**src/rtl/cr16_controller_if.sv**
```systemverilog
// cr16_controller_if: control/status bundle between the
// cr16 controller (master) and its 16-bit datapath (slave).
interface cr16_controller_if #(
  parameter int WIDTH   = 16,
  parameter int REG_ADD = 4,
  parameter int IMM     = 8
);
  logic [WIDTH-1:0]   mem_out;
  logic [2:0]         flags_in;
  logic [REG_ADD-1:0] ra1;
  logic [REG_ADD-1:0] ra2;
  logic [REG_ADD-1:0] wa;
  logic [IMM-1:0]     imm;
  logic               regwrite;
  logic               memwrite;
  logic               pcen;
  logic               pc_s;
  logic               mem_s;
  logic [1:0]         wd_s;
  logic [1:0]         alua_s;
  logic [1:0]         alub_s;
  logic               signext_sign;
  logic [2:0]         alucont;
  logic [2:0]         psr;
  logic [3:0]         state;

  modport master (
    input  mem_out, flags_in,
    output ra1, ra2, wa, imm,
    output regwrite, memwrite, pcen,
    output pc_s, mem_s, wd_s,
    output alua_s, alub_s,
    output signext_sign, alucont,
    output psr, state
  );

  modport slave (
    output mem_out, flags_in,
    input  ra1, ra2, wa, imm,
    input  regwrite, memwrite, pcen,
    input  pc_s, mem_s, wd_s,
    input  alua_s, alub_s,
    input  signext_sign, alucont,
    input  psr, state
  );
endinterface

```
**src/rtl/cr16_controller.sv**
```systemverilog
// cr16_controller: multicycle control unit with IR and PSR.
// Optional JAL instruction enabled by macro CTRL_JAL_EN.
module cr16_controller #(
  parameter int WIDTH   = 16,
  parameter int REG_ADD = 4,
  parameter int IMM     = 8
) (
  input logic clk,
  input logic reset,
  cr16_controller_if.master bus
);
  typedef enum logic [3:0] {
    S_FETCH   = 4'd0,
    S_FWAIT   = 4'd1,
    S_DECODE  = 4'd2,
    S_EXEC    = 4'd3,
    S_LD_ADDR = 4'd4,
    S_LD_WB   = 4'd5,
    S_STORE   = 4'd6,
    S_BRANCH  = 4'd7,
`ifdef CTRL_JAL_EN
    S_JUMP    = 4'd8,
    S_JAL     = 4'd9
`else
    S_JUMP    = 4'd8
`endif
  } state_e;

  typedef enum logic [2:0] {
    K_ADD, K_SUB, K_CMP, K_AND,
    K_OR, K_XOR, K_MOV, K_NONE
  } kind_e;

  state_e           state_q, state_d;
  logic [WIDTH-1:0] ir_q, ir_d;
  logic [2:0]       psr_q, psr_d;

  logic [3:0] op, ext, cond, code;
  logic       is_r, is_alu, is_ld, is_st;
  logic       is_b, is_jc, taken;
  kind_e      kind;
  logic       rw, mw, pe;

  assign op   = ir_q[15:12];
  assign ext  = ir_q[7:4];
  assign cond = ir_q[11:8];
  assign is_r = (op == 4'b0000);
  // R-type keys on ext, immediate forms reuse it as op
  assign code = is_r ? ext : op;

  assign is_ld = (op == 4'b0100) && (ext == 4'b0000);
  assign is_st = (op == 4'b0100) && (ext == 4'b0100);
  assign is_jc = (op == 4'b0100) && (ext == 4'b1100);
  assign is_b  = (op == 4'b1100);

`ifdef CTRL_JAL_EN
  logic is_jal;
  assign is_jal = (op == 4'b0100) && (ext == 4'b1000);
`endif

  // ALU-family classification of the held instruction
  always_comb begin
    kind = K_NONE;
    case (code)
      4'b0101: kind = K_ADD;
      4'b1001: kind = K_SUB;
      4'b1011: kind = K_CMP;
      4'b0001: kind = K_AND;
      4'b0010: kind = K_OR;
      4'b0011: kind = K_XOR;
      4'b1101: kind = K_MOV;
      default: kind = K_NONE;
    endcase
  end

  assign is_alu = (kind != K_NONE);

  // condition code test against psr {C,N,Z}
  always_comb begin
    taken = 1'b0;
    case (cond)
      4'b0000: taken = psr_q[0];
      4'b0001: taken = !psr_q[0];
      4'b0010: taken = psr_q[2];
      4'b0011: taken = !psr_q[2];
      4'b0100: taken = psr_q[1];
      4'b0101: taken = !psr_q[1];
      4'b1110: taken = 1'b1;
      default: taken = 1'b0;
    endcase
  end

  // state, IR and PSR registers
  always_ff @(posedge clk) begin
    if (!reset) begin
      state_q <= S_FETCH;
      ir_q    <= '0;
      psr_q   <= '0;
    end else begin
      state_q <= state_d;
      ir_q    <= ir_d;
      psr_q   <= psr_d;
    end
  end

  // next state, register updates and datapath controls
  always_comb begin
    state_d          = state_q;
    ir_d             = ir_q;
    psr_d            = psr_q;
    rw               = 1'b0;
    mw               = 1'b0;
    pe               = 1'b0;
    bus.pc_s         = 1'b0;
    bus.mem_s        = 1'b0;
    bus.wd_s         = 2'd0;
    bus.alua_s       = 2'd0;
    bus.alub_s       = 2'd0;
    bus.signext_sign = 1'b0;
    bus.alucont      = 3'b000;
    unique case (state_q)
      S_FETCH: begin
        bus.mem_s  = 1'b1;
        bus.alua_s = 2'd1;
        bus.alub_s = 2'd1;
        bus.pc_s   = 1'b1;
        pe         = 1'b1;
        state_d    = S_FWAIT;
      end
      S_FWAIT: begin
        ir_d    = bus.mem_out;
        state_d = S_DECODE;
      end
      S_DECODE: begin
        unique case (1'b1)
          is_alu:  state_d = S_EXEC;
          is_ld:   state_d = S_LD_ADDR;
          is_st:   state_d = S_STORE;
          is_b:    state_d = taken ? S_BRANCH : S_FETCH;
          is_jc:   state_d = taken ? S_JUMP : S_FETCH;
`ifdef CTRL_JAL_EN
          is_jal:  state_d = S_JAL;
`endif
          default: state_d = S_FETCH;
        endcase
      end
      S_EXEC: begin
        bus.alua_s = is_r ? 2'd0 : 2'd2;
        bus.signext_sign = !is_r &&
          (kind inside {K_ADD, K_SUB, K_CMP});
        bus.wd_s = 2'd3;
        rw       = (kind != K_CMP);
        unique case (kind)
          K_ADD: begin
            bus.alucont = 3'b000;
            psr_d       = bus.flags_in;
          end
          K_SUB, K_CMP: begin
            bus.alucont = 3'b001;
            psr_d       = bus.flags_in;
          end
          K_AND: begin
            bus.alucont = 3'b010;
            psr_d = {psr_q[2], bus.flags_in[1:0]};
          end
          K_OR: begin
            bus.alucont = 3'b011;
            psr_d = {psr_q[2], bus.flags_in[1:0]};
          end
          K_XOR: begin
            bus.alucont = 3'b100;
            psr_d = {psr_q[2], bus.flags_in[1:0]};
          end
          K_MOV:   bus.wd_s = is_r ? 2'd1 : 2'd0;
          default: rw = 1'b0;
        endcase
        state_d = S_FETCH;
      end
      S_LD_ADDR: state_d = S_LD_WB;
      S_LD_WB: begin
        bus.wd_s = 2'd2;
        rw       = 1'b1;
        state_d  = S_FETCH;
      end
      S_STORE: begin
        mw      = 1'b1;
        state_d = S_FETCH;
      end
      S_BRANCH: begin
        bus.alua_s       = 2'd1;
        bus.alub_s       = 2'd2;
        bus.signext_sign = 1'b1;
        bus.pc_s         = 1'b1;
        pe               = 1'b1;
        state_d          = S_FETCH;
      end
      S_JUMP: begin
        pe      = 1'b1;
        state_d = S_FETCH;
      end
`ifdef CTRL_JAL_EN
      S_JAL: begin
        bus.alua_s = 2'd1;
        bus.alub_s = 2'd3;
        bus.wd_s   = 2'd3;
        rw         = 1'b1;
        state_d    = S_JUMP;
      end
`endif
      default: state_d = S_FETCH;
    endcase
  end

  // a low reset squashes any write pulse of the aborted state
  assign bus.regwrite = rw & reset;
  assign bus.memwrite = mw & reset;
  assign bus.pcen     = pe & reset;

  assign bus.ra1   = ir_q[3:0];
  assign bus.ra2   = ir_q[11:8];
  assign bus.wa    = ir_q[11:8];
  assign bus.imm   = ir_q[7:0];
  assign bus.psr   = psr_q;
  assign bus.state = state_q;
endmodule
```
**src/flat_wrapper.sv**
```systemverilog
// flat-port wrapper written by rule: the top's interface ports become plain ports
module cr16_controller_flat 
#(
  parameter int WIDTH   = 16,
  parameter int REG_ADD = 4,
  parameter int IMM     = 8
)
  (clk, reset, bus_mem_out, bus_flags_in, bus_ra1, bus_ra2, bus_wa, bus_imm, bus_regwrite, bus_memwrite, bus_pcen, bus_pc_s, bus_mem_s, bus_wd_s, bus_alua_s, bus_alub_s, bus_signext_sign, bus_alucont, bus_psr, bus_state);
  cr16_controller_if #(.WIDTH(WIDTH), .REG_ADD(REG_ADD), .IMM(IMM)) bus_i ();
  input logic clk;
  input logic reset;
  input wire logic [$bits(bus_i.mem_out)-1:0] bus_mem_out;
  input wire logic [$bits(bus_i.flags_in)-1:0] bus_flags_in;
  output wire logic [$bits(bus_i.ra1)-1:0] bus_ra1;
  output wire logic [$bits(bus_i.ra2)-1:0] bus_ra2;
  output wire logic [$bits(bus_i.wa)-1:0] bus_wa;
  output wire logic [$bits(bus_i.imm)-1:0] bus_imm;
  output wire logic [$bits(bus_i.regwrite)-1:0] bus_regwrite;
  output wire logic [$bits(bus_i.memwrite)-1:0] bus_memwrite;
  output wire logic [$bits(bus_i.pcen)-1:0] bus_pcen;
  output wire logic [$bits(bus_i.pc_s)-1:0] bus_pc_s;
  output wire logic [$bits(bus_i.mem_s)-1:0] bus_mem_s;
  output wire logic [$bits(bus_i.wd_s)-1:0] bus_wd_s;
  output wire logic [$bits(bus_i.alua_s)-1:0] bus_alua_s;
  output wire logic [$bits(bus_i.alub_s)-1:0] bus_alub_s;
  output wire logic [$bits(bus_i.signext_sign)-1:0] bus_signext_sign;
  output wire logic [$bits(bus_i.alucont)-1:0] bus_alucont;
  output wire logic [$bits(bus_i.psr)-1:0] bus_psr;
  output wire logic [$bits(bus_i.state)-1:0] bus_state;
  assign bus_i.mem_out = bus_mem_out;
  assign bus_i.flags_in = bus_flags_in;
  assign bus_ra1 = bus_i.ra1;
  assign bus_ra2 = bus_i.ra2;
  assign bus_wa = bus_i.wa;
  assign bus_imm = bus_i.imm;
  assign bus_regwrite = bus_i.regwrite;
  assign bus_memwrite = bus_i.memwrite;
  assign bus_pcen = bus_i.pcen;
  assign bus_pc_s = bus_i.pc_s;
  assign bus_mem_s = bus_i.mem_s;
  assign bus_wd_s = bus_i.wd_s;
  assign bus_alua_s = bus_i.alua_s;
  assign bus_alub_s = bus_i.alub_s;
  assign bus_signext_sign = bus_i.signext_sign;
  assign bus_alucont = bus_i.alucont;
  assign bus_psr = bus_i.psr;
  assign bus_state = bus_i.state;
  cr16_controller #(.WIDTH(WIDTH), .REG_ADD(REG_ADD), .IMM(IMM)) u_core (.clk(clk), .reset(reset), .bus(bus_i));
endmodule
```
**config.mk**
```make
export PLATFORM = sky130hd
export DESIGN_NAME = cr16_controller_flat
export DESIGN_NICKNAME = d
export VERILOG_FILES = /design/src/rtl/cr16_controller_if.sv /design/src/rtl/cr16_controller.sv /design/src/flat_wrapper.sv
export SDC_FILE = /design/constraint.sdc
export NUM_CORES = 1
export LEC_CHECK = 0
export BUFFER_PORTS_ARGS = -buffer_cell sky130_fd_sc_hd__buf_2
export CAP_MARGIN = 20
export CELL_PAD_IN_SITES_DETAIL_PLACEMENT = 1
export CELL_PAD_IN_SITES_GLOBAL_PLACEMENT = 1
export CORE_ASPECT_RATIO = 0.7
export CORE_UTILIZATION = 30
export DETAILED_ROUTE_END_ITERATION = 10
export PLACE_DENSITY = 0.87
export SYNTH_ARGS = -nofsm -noshare
export SYNTH_HDL_FRONTEND = slang
export SYNTH_SLANG_ARGS = --single-unit
```
**constraint.sdc**
```tcl
create_clock -name clk -period 1.68 [get_ports clk]
set_input_delay 0.168 -clock clk [delete_from_list [all_inputs] [get_ports clk]]
set_output_delay 0.168 -clock clk [all_outputs]
set_load 0.03 [all_outputs]
```
==> results.toml, run 1 <==
[clocking]
clk_path_buf_depth = 2
numClockSinks = 23
cts_inserted_buffers = 3
cts_tree = "built"
root_buffer = "clkbuf_8"
clock_latency_ns = 0.27
htree_levels = 1
clkTransAtPathRegs_ns = 0.08

[setup_path]
worst-setup-path-type = "reg -> out"
slowest_stage = "or4b_4"
crit_chain = "or4b_4 -> a221oi_4 -> nor3b_2 -> nor2_1 -> o21a_2 -> buf_6"
worst_setup_path_start_kind = "flop"
cp.required_ns = 1.51
cp.arrival_ns = 2.12
critPathMaxStageDelay_ns = 0.55
reg2reg_setup_slack_ns = -0.29
critical_path.max_fanout = 3
endpoint_kind = "primary output"

[global_routing]
grt_pass1_vias = 1606
grt_pass1_wl_um = 7940
antenna_found_initial = 0
grt_max_degree = 24
grt-ovfl-total = 0
grt_use_total_pct = 19.7

[logic_synthesis]
synth.distinct_cells = 41
ys.flop_type = "dfxtp_1"
synthArstFlopShare_pct = 0
synth_area_um2 = 1520
synth-seq-area-share_pct = 30.3
synth_area_leaders = "dfxtp_1 (30%), buf_4 (10%), nand2_1 (9.9%)"
synth.largest_area_cell = "dfxtp_1"
synth_nets = 217
avgSynthCellArea_um2 = 7.76
synth_top_cell_area_share_pct = 30.3
synth-edff-count = 0
yosys_warnings = 0
synth_cells = 196
ys_ff_latch = 23

[detailed_routing]
routed-via-count = 1680
ant_nets = 0
totalWireLength_um = 5600
first_iter_violations = 43
post_drt_wl_per_cell_um = 16.7
drt-vias-per-instance = 5.00
first_pass_iters = 4
drc_errors = 0

[finish]
mostFrequentLayoutCells = "buf_2 (53), nand2_1 (40), buf_4 (35)"
multiInputGateArea_um2 = 1070
final_common_cell = "buf_2"
nNetsFinal = 289
seq_area_um2 = 468
antennaDiodeCount = 0
fillers = 606
final_area_um2 = 2340
syn_to_final_growth_pct = 54.2
drive_gt1_share_pct = 54.3

[sta]
period_minus_slack_ns = 2.29
fin_crit_sh_pct = 136
rsz0062_at_grt = "yes"
drv_slew = 0
whs_ns = 0.138
setup_ws_ns = -0.611
setup_viol = 11
fmax_mhz = 437
timing.slew.headroom_pct = 76.4
worstMarginPinSlew_ns = 0.348
finalSetupTns_ns = -3.17
clock_skew_ns = 0.00252
final-hold-violation-count = 0

[power]
p_int_mw = 1.23
p_sw_mw = 0.907
clkPwrFrac_pct = 16.7
finalPower_mw = 2.13
combPwrFrac_pct = 52.4
pwr_density_cell_nw_per_um2 = 909
p_leak_nw = 1.10
p_sw_share_pct = 42.5
max-vdd-ir-drop_mv = 0.380
seq_power_share_pct = 30.9

[placed_design]
place.detailed.hpwl_um = 3720
place.gp.congestion = 0.814
place_area_um2 = 2020
placement.io_buffers = 62

[run_status]
violations = "setup timing"
outcome = "finished, violations left"

[floorplan]
die_h_um = 61.6
initial_core_util_pct = 31.4
rows = 21
coreArea_um2 = 4830
io_pins = 63
die_x_um = 87.1
dieArea_um2 = 5360

[min_path]
holdCritPathClass = "in -> reg"

[run]
drv_cap = 0
==> flip-flops by register name (all words and copies together) (netlist names) <==
signal / flops
u_core.ir_q: 16
u_core.bus.psr: 3
u_core.bus.state: 4
==> worst max-delay path: cells and delay by family (launching register included) <==
kind	cells	cell delay [ns]
AND/OR/NAND/NOR	3	0.85
AO/OA/AOI/OAI	2	0.53
flip-flops	1	0.33
buffers and inverters	1	0.14
==> layer usage <==
metal  vias to the layer above  GRT usage, %  share of wire, %
li1                        801             -                 -
met1                       814          24.4                43
met2                        59          36.2                51
met3                         6          4.02               5.3
met4                         0          3.57              0.71
met5                         -             0                 0
==> per-stage QoR <==
stage | util, % | setup slack [ns] | instances
2_1_floorplan | - | -0.422 | 196
3_3_place_gp | 41.7 | -0.325 | 324
3_5_place_dp | 41.7 | -0.388 | 324
4_1_cts | 46.0 | -0.597 | 330
5_1_grt | 48.5 | -0.680 | 336
6_report | 48.5 | -0.611 | 336
==> power groups by stage <==
| stage | combinational [mW] | sequential (mW) | clock (mW) |
|---|---|---|---|
| 5_1_grt | 1.19 | 0.666 | 0.398 |
| 4_1_cts | 1.02 | 0.651 | 0.359 |
| 6_report | 1.12 | 0.659 | 0.357 |
| 2_1_floorplan | 0.663 | 0.670 | 0 |
| 3_3_place_gp | 0.908 | 0.652 | 0 |
| 3_5_place_dp | 0.936 | 0.657 | 0 |
==> layout make-up <==
class | instances | area share (%)
flip-flops and latches | 23 | 20.0
clock buffers | 4 | 1.92
inverters | 4 | 0.640
repair buffers | 99 | 28.0
well taps | 69 | 3.68
multi-input cells | 137 | 45.8
==> cell families (layout without fill, tap and decap cells) <==
family,after synthesis,after routing,share of synthesized area [%]
muxes,6,6,4.28
DFF,23,23,30.3
and+or+nand+nor,88,88,29.2
xor gates and xnor gates,2,2,1.15
AOI/OAI and AO/OA,41,41,20.4
buffers and inverters,36,107,14.6
==> final timing paths <==
path	depth (start not counted)	end	start
worst min-delay path	3	u_core.ir_q[12]$_SDFFE_PN0N_	bus_mem_out[12]
worst min register to register	2	u_core.ir_q[1]$_SDFFE_PN0N_	u_core.ir_q[1]$_SDFFE_PN0N_
worst max-delay path	6	bus_wd_s[1]	u_core.ir_q[13]$_SDFFE_PN0N_
worst max register to register	6	u_core.bus.psr[2]$_SDFFE_PN0P_	u_core.ir_q[13]$_SDFFE_PN0N_
==> cells in the mapped netlist, types with 3 or more instances <==
library cell / n
a21boi_0: 15
a21oi_1: 7
a31oi_1: 4
buf_4: 21
clkbuf_1: 9
dfxtp_1: 23
inv_1: 4
mux2i_1: 4
nand2_1: 40
nand2b_1: 6
nand3_1: 5
nor2_1: 11
nor2b_1: 5
nor3_1: 4
nor3b_1: 3
o21ai_0: 4
==> timing repair <==
| item | 4_1_cts | 5_1_grt |
|---|---|---|
| pin swaps | 6 | 8 |
| resized for setup | 39 | 17 |
| buffers inserted | 3 | 6 |
| hold buffers | 0 | 0 |
| endpoints found under the setup margin | 14 | 18 |
Power figures use the tool's default switching activity.
==> run 2: changes to the inputs <==
--- a/config.mk
+++ b/config.mk
@@ -6,7 +6,7 @@
 export NUM_CORES = 1
 export LEC_CHECK = 0
 export BUFFER_PORTS_ARGS = -buffer_cell sky130_fd_sc_hd__buf_2
-export CAP_MARGIN = 20
+export CAP_MARGIN = 0
 export CELL_PAD_IN_SITES_DETAIL_PLACEMENT = 1
 export CELL_PAD_IN_SITES_GLOBAL_PLACEMENT = 1
 export CORE_ASPECT_RATIO = 0.7
==> constraint.sdc (replaced) <==
create_clock -name clk -period 1.68 [get_ports clk]
set_input_delay 0.168 -clock clk [delete_from_list [all_inputs] [get_ports clk]]
set_output_delay 0.168 -clock clk [all_outputs]
set_load 0.05 [all_outputs]
==> run 2 against run 1 <==
Compared with the run above:
- the run still ends with setup timing left
- die area is the same
- utilization rose by 0.85 points
- clock skew is essentially flat
- sequential power fell by 1%
- clock-buffer cell count did not move
- routed wire length fell by 3.7%
- setup slack worse by 0.0079 ns
==> results.toml, run 2 (synthesis results as in run 1) <==
[clocking]
cts_tree = "built"
clock_latency_ns = 0.27
htree_levels = 1
clkTransAtPathRegs_ns = 0.09
root_buffer = "clkbuf_8"
cts_hold_buf = 0
cts_inserted_buffers = 3
clk_path_buf_depth = 2
numClockSinks = 23

[min_path]
holdCritPathClass = "in -> reg"

[detailed_routing]
ant_nets = 0
first_iter_violations = 42
wl_met1_um = 2570
top_layer_used = "met4"
totalWireLength_um = 5390
first_pass_iters = 4
drc_errors = 0
post_drt_wl_per_cell_um = 15.9
routed-via-count = 1629
drt-vias-per-instance = 4.82
routed-wl-met2_um = 2560
met3_length_um = 215

[finish]
syn_to_final_growth_pct = 57.0
largest_register_ffs = 16
final_common_cell = "buf_2"
nNetsFinal = 291
antennaDiodeCount = 0
largest_register = "u_core.ir_q"
final_cells = 338
multiInputGateArea_um2 = 1060
drive_gt1_share_pct = 54.3
seq_area_um2 = 475
fillers = 621
mostFrequentLayoutCells = "buf_2 (52), nand2_1 (40), buf_4 (35)"

[sta]
worstMarginPinSlew_ns = 0.362
finalSetupTns_ns = -3.75
fmax_mhz = 435
setup_viol = 12
clock_skew_ns = 0.00213
timing.slew.headroom_pct = 75.7
setup_ws_ns = -0.619
fin_crit_sh_pct = 137
drv_slew = 0
period_minus_slack_ns = 2.30
rsz0062_at_grt = "yes"
final-hold-violation-count = 0

[power]
pwr_density_cell_nw_per_um2 = 975
p_leak_nw = 1.08
max-vdd-ir-drop_mv = 0.327

[setup_path]
worst_setup_path_start_kind = "flop"
critical_path.max_fanout = 3
cp.required_ns = 1.51
cp.arrival_ns = 2.13
endpoint_kind = "primary output"
worst-setup-path-type = "reg -> out"

[global_routing]
grt_max_degree = 24
antenna_found_initial = 0
grt-ovfl-total = 0
grt_pass1_vias = 1634
grt_pass1_wl_um = 8190
grt_use_total_pct = 20.8

[floorplan]
die_h_um = 61.6
coreArea_um2 = 4830
rows = 21
io_pins = 63
initial_core_util_pct = 31.4
dieArea_um2 = 5360
die_x_um = 87.1

[placed_design]
placement.io_buffers = 62
place.detailed.hpwl_um = 3660
place_inst = 323
place.gp.congestion = 0.786

[run_status]
outcome = "finished, violations left"
violations = "setup timing"

[run]
drv_cap = 0
## run 2: stage by stage
step	setup WS [ns]	area (um^2)	power (mW)	utilization [%]	hold slack, ns
2_1_floorplan	-0.601	1680	1.51	-	0.303
3_3_place_gp	-0.383	2050	1.72	42.5	0.412
3_5_place_dp	-0.462	2050	1.75	42.5	0.418
4_1_cts	-0.583	2290	2.25	47.3	0.125
5_1_grt	-0.708	2390	2.44	49.4	0.143
6_report	-0.619	2390	2.33	49.4	0.127
## run 2: final timing paths
| path | startpoint | endpoint | slack [ns] | cells past startpoint |
|---|---|---|---|---|
| hold reg to reg | u_core.bus.psr[0]$_SDFFE_PN0P_ | u_core.bus.psr[0]$_SDFFE_PN0P_ | 0.48 | 2 |
| hold / removal | bus_mem_out[9] | u_core.ir_q[9]$_SDFFE_PN0N_ | 0.13 | 3 |
| setup reg to reg | u_core.ir_q[15]$_SDFFE_PN0N_ | u_core.bus.psr[2]$_SDFFE_PN0P_ | -0.39 | 7 |
| setup / recovery | u_core.ir_q[15]$_SDFFE_PN0N_ | bus_wd_s[1] | -0.62 | 6 |
## run 2: repair_timing
item | CTS | global route
endpoints found under the setup margin | 15 | 20
setup buffers | 6 | 5
endpoints found under the hold margin | 0 | 0
gates resized for setup | 41 | 13
pin swaps | 6 | 2
## run 2: worst max-delay path, cell delays in order (launching register included)
cell and delay (ns):
dfxtp_1 0.32, or4b_4 0.55, a221oi_4 0.33, nor3b_2 0.23, nor2_1 0.08, o21a_4 0.20
buf_6 0.15
## run 2: report_power, final
group	internal (mW)	switching [mW]	leakage (nW)	total, mW
combinational	0.501	0.815	0.865	1.32
sequential	0.597	0.0536	0.191	0.651
clock	0.170	0.190	0.0228	0.360
## run 2: area by class of cell
type,count,area share (%)
Clock buffer,4,1.89
Inverter,4,0.787
Multi-Input combinational cell,137,44.6
Sequential cell,23,19.9
Tap cell,69,3.62
Timing Repair Buffer,101,29.2
## run 2: per-layer routing
metal / track usage, % / up-vias
li1: - / 800
met4: 4.29 / 0
met3: 3.75 / 5
met1: 27.2 / 783
met5: 0 / -
met2: 36.3 / 41
==> run 3: changes to the inputs <==
--- a/config.mk
+++ b/config.mk
@@ -5,6 +5,7 @@
 export SDC_FILE = /design/constraint.sdc
 export NUM_CORES = 1
 export LEC_CHECK = 0
+export ABC_CLOCK_PERIOD_IN_PS = 1680
 export BUFFER_PORTS_ARGS = -buffer_cell sky130_fd_sc_hd__buf_2
 export CAP_MARGIN = 0
 export CELL_PAD_IN_SITES_DETAIL_PLACEMENT = 1
@@ -12,6 +13,7 @@
 export CORE_ASPECT_RATIO = 0.7
 export CORE_UTILIZATION = 30
 export DETAILED_ROUTE_END_ITERATION = 10
+export GPL_TIMING_DRIVEN = 0
 export PLACE_DENSITY = 0.87
 export SYNTH_ARGS = -nofsm -noshare
 export SYNTH_HDL_FRONTEND = slang
==> run 3 against run 2 <==
Compared with the run above:
- the flow still finishes with violations (setup timing)
- routed wire length up 46%
- non-clock buffer count up 28
- via count up 19%
- worst hold slack better by 0.0071 ns
- critical endpoint unchanged
- first-iteration DRC count rose to 3.0 times the previous value
- flip-flop and latch count unchanged
- final cell count up 8.3%
- largest power group unchanged
- die area unchanged
- clock power about the same
==> results.toml, run 3 (synthesis results as in run 1) <==
[run]
drv_cap = 0

[setup_path]
critical_path.max_fanout = 3
reg2reg_setup_slack_ns = -0.46
slowest_stage = "or4b_4"
ff2ff_path_depth = 6
worst_setup_path_start_kind = "flop"
critPathMaxStageDelay_ns = 0.55
crit_path_start = "u_core.ir_q[15]$_SDFFE_PN0N_"
endpoint_kind = "primary output"
reg2reg_to = "u_core.bus.psr[2]$_SDFFE_PN0P_"
cp.arrival_ns = 2.31
worstSetupEndpoint = "bus_wd_s[1]"
crit_chain = "or4b_4 -> a221oi_4 -> nor3b_2 -> nor2_1 -> o21a_4 -> buf_8"
cp_top_family = "simple AND/OR/NAND/NOR gates"
worst-path-stages = 6
cp.required_ns = 1.51
reg2reg_from = "u_core.ir_q[15]$_SDFFE_PN0N_"
cp_num_buf_inv = 1
worst-setup-path-type = "reg -> out"

[clocking]
root_buffer = "clkbuf_8"
clk_path_buf_depth = 2
numClockSinks = 23
clock_latency_ns = 0.27
htree_levels = 1
clkTransAtPathRegs_ns = 0.09
cts_inserted_buffers = 3
cts_tree = "built"
cts_hold_buf = 0

[sta]
rsz0062_at_grt = "yes"
setup_ws_ns = -0.800
fin_crit_sh_pct = 148
final-hold-violation-count = 0
worstMarginPinSlew_ns = 0.485
fmax_mhz = 403
drv_slew = 0
timing.slew.headroom_pct = 67.6
period_minus_slack_ns = 2.48
clock_skew_ns = 0.00576
setup_viol = 16

[finish]
multiInputGateArea_um2 = 1230
final_common_cell = "buf_2"
fillers = 553
final_area_um2 = 2900
final_cells = 366
final_util_pct = 59.9
mostFrequentLayoutCells = "buf_2 (49), buf_4 (45), nand2_1 (39)"
seq_area_um2 = 493
drive_gt1_share_pct = 65.7
antennaDiodeCount = 0
syn_to_final_growth_pct = 90.6
largest_register = "u_core.ir_q"
nNetsFinal = 319
largest_register_ffs = 16

[global_routing]
antenna_found_initial = 0
grt_use_total_pct = 27.0
grt_pass1_vias = 1879
grt_max_degree = 14
grt-ovfl-total = 0
grt_pass1_wl_um = 10400

[power]
pwr_density_cell_nw_per_um2 = 954
max-vdd-ir-drop_mv = 0.690
p_leak_nw = 1.32

[placed_design]
place.gp.congestion = 0.819
placement.io_buffers = 62
place_area_um2 = 2080
place.detailed.hpwl_um = 3620
place_inst = 327

[detailed_routing]
routed-via-count = 1938
drc_errors = 0
drt-vias-per-instance = 5.30
post_drt_wl_per_cell_um = 21.5
ant_nets = 0
totalWireLength_um = 7880
first_pass_iters = 5
first_iter_violations = 127

[floorplan]
initial_core_util_pct = 31.4
die_h_um = 61.6
rows = 21
dieArea_um2 = 5360
coreArea_um2 = 4830
die_x_um = 87.1
io_pins = 63

[run_status]
violations = "setup timing"
outcome = "finished, violations left"

[min_path]
min_from = "bus_mem_out[15]"
holdCritPathClass = "in -> reg"
[run 3: worst min path at each step]
stage	end	slack (ns)	depth (start not counted)
after floorplan	u_core.bus.psr[1]$_SDFFE_PN0P_	0.30	2
after global placement	u_core.ir_q[9]$_SDFFE_PN0N_	0.41	3
after detailed placement	u_core.bus.psr[1]$_SDFFE_PN0P_	0.42	3
after CTS	u_core.bus.psr[1]$_SDFFE_PN0P_	0.13	3
after global routing	u_core.bus.psr[2]$_SDFFE_PN0P_	0.14	3
final	u_core.ir_q[15]$_SDFFE_PN0N_	0.13	3
[run 3: cell type report]
cell class,count,area share [%]
flip-flops and latches,23,17.0
plain buffers,29,8.51
multi-input cells,137,42.6
well taps,69,2.98
clock inverters,1,0.173
clock buffers,3,1.42
repair buffers,100,26.4
inverters,4,0.907
[run 3: routing by layer]
metal  track usage, %  vias up  share of wire, %  routed length, um
met3             6.43       33               7.5                594
li1                 -      862                 -                  -
met5                0        -                 0                  0
met2             46.6      108                47               3700
met4             15.5        0               4.1                320
met1             31.6      935                41               3260
[run 3: power by group]
part	leakage, nW	internal, mW	switching, mW	total [mW]
Clock	0.0255	0.166	0.195	0.361
Sequential	0.195	0.598	0.0857	0.684
Combinational	1.10	0.724	0.996	1.72
[run 3: stage by stage]
step | hold slack, ns | TNS, ns | worst slack, ns | power (mW)
2_1_floorplan | 0.303 | -2.33 | -0.601 | 1.51
3_3_place_gp | 0.412 | -4.42 | -0.573 | 1.70
3_5_place_dp | 0.417 | -5.26 | -0.588 | 1.73
4_1_cts | 0.127 | -4.00 | -0.655 | 2.48
5_1_grt | 0.136 | -6.02 | -0.834 | 2.86
6_report | 0.134 | -5.26 | -0.800 | 2.77
[run 3: what timing repair did]
item	CTS	global route
gates resized for setup	92	37
pin swaps	17	11
setup endpoints to repair	29	32
buffers inserted	23	17
cloned	0	0
[run 3: tightest hold or removal path: stages]
cell and delay, ns:
buf_2 0.10, nand2_1 0.05, a21boi_0 0.06
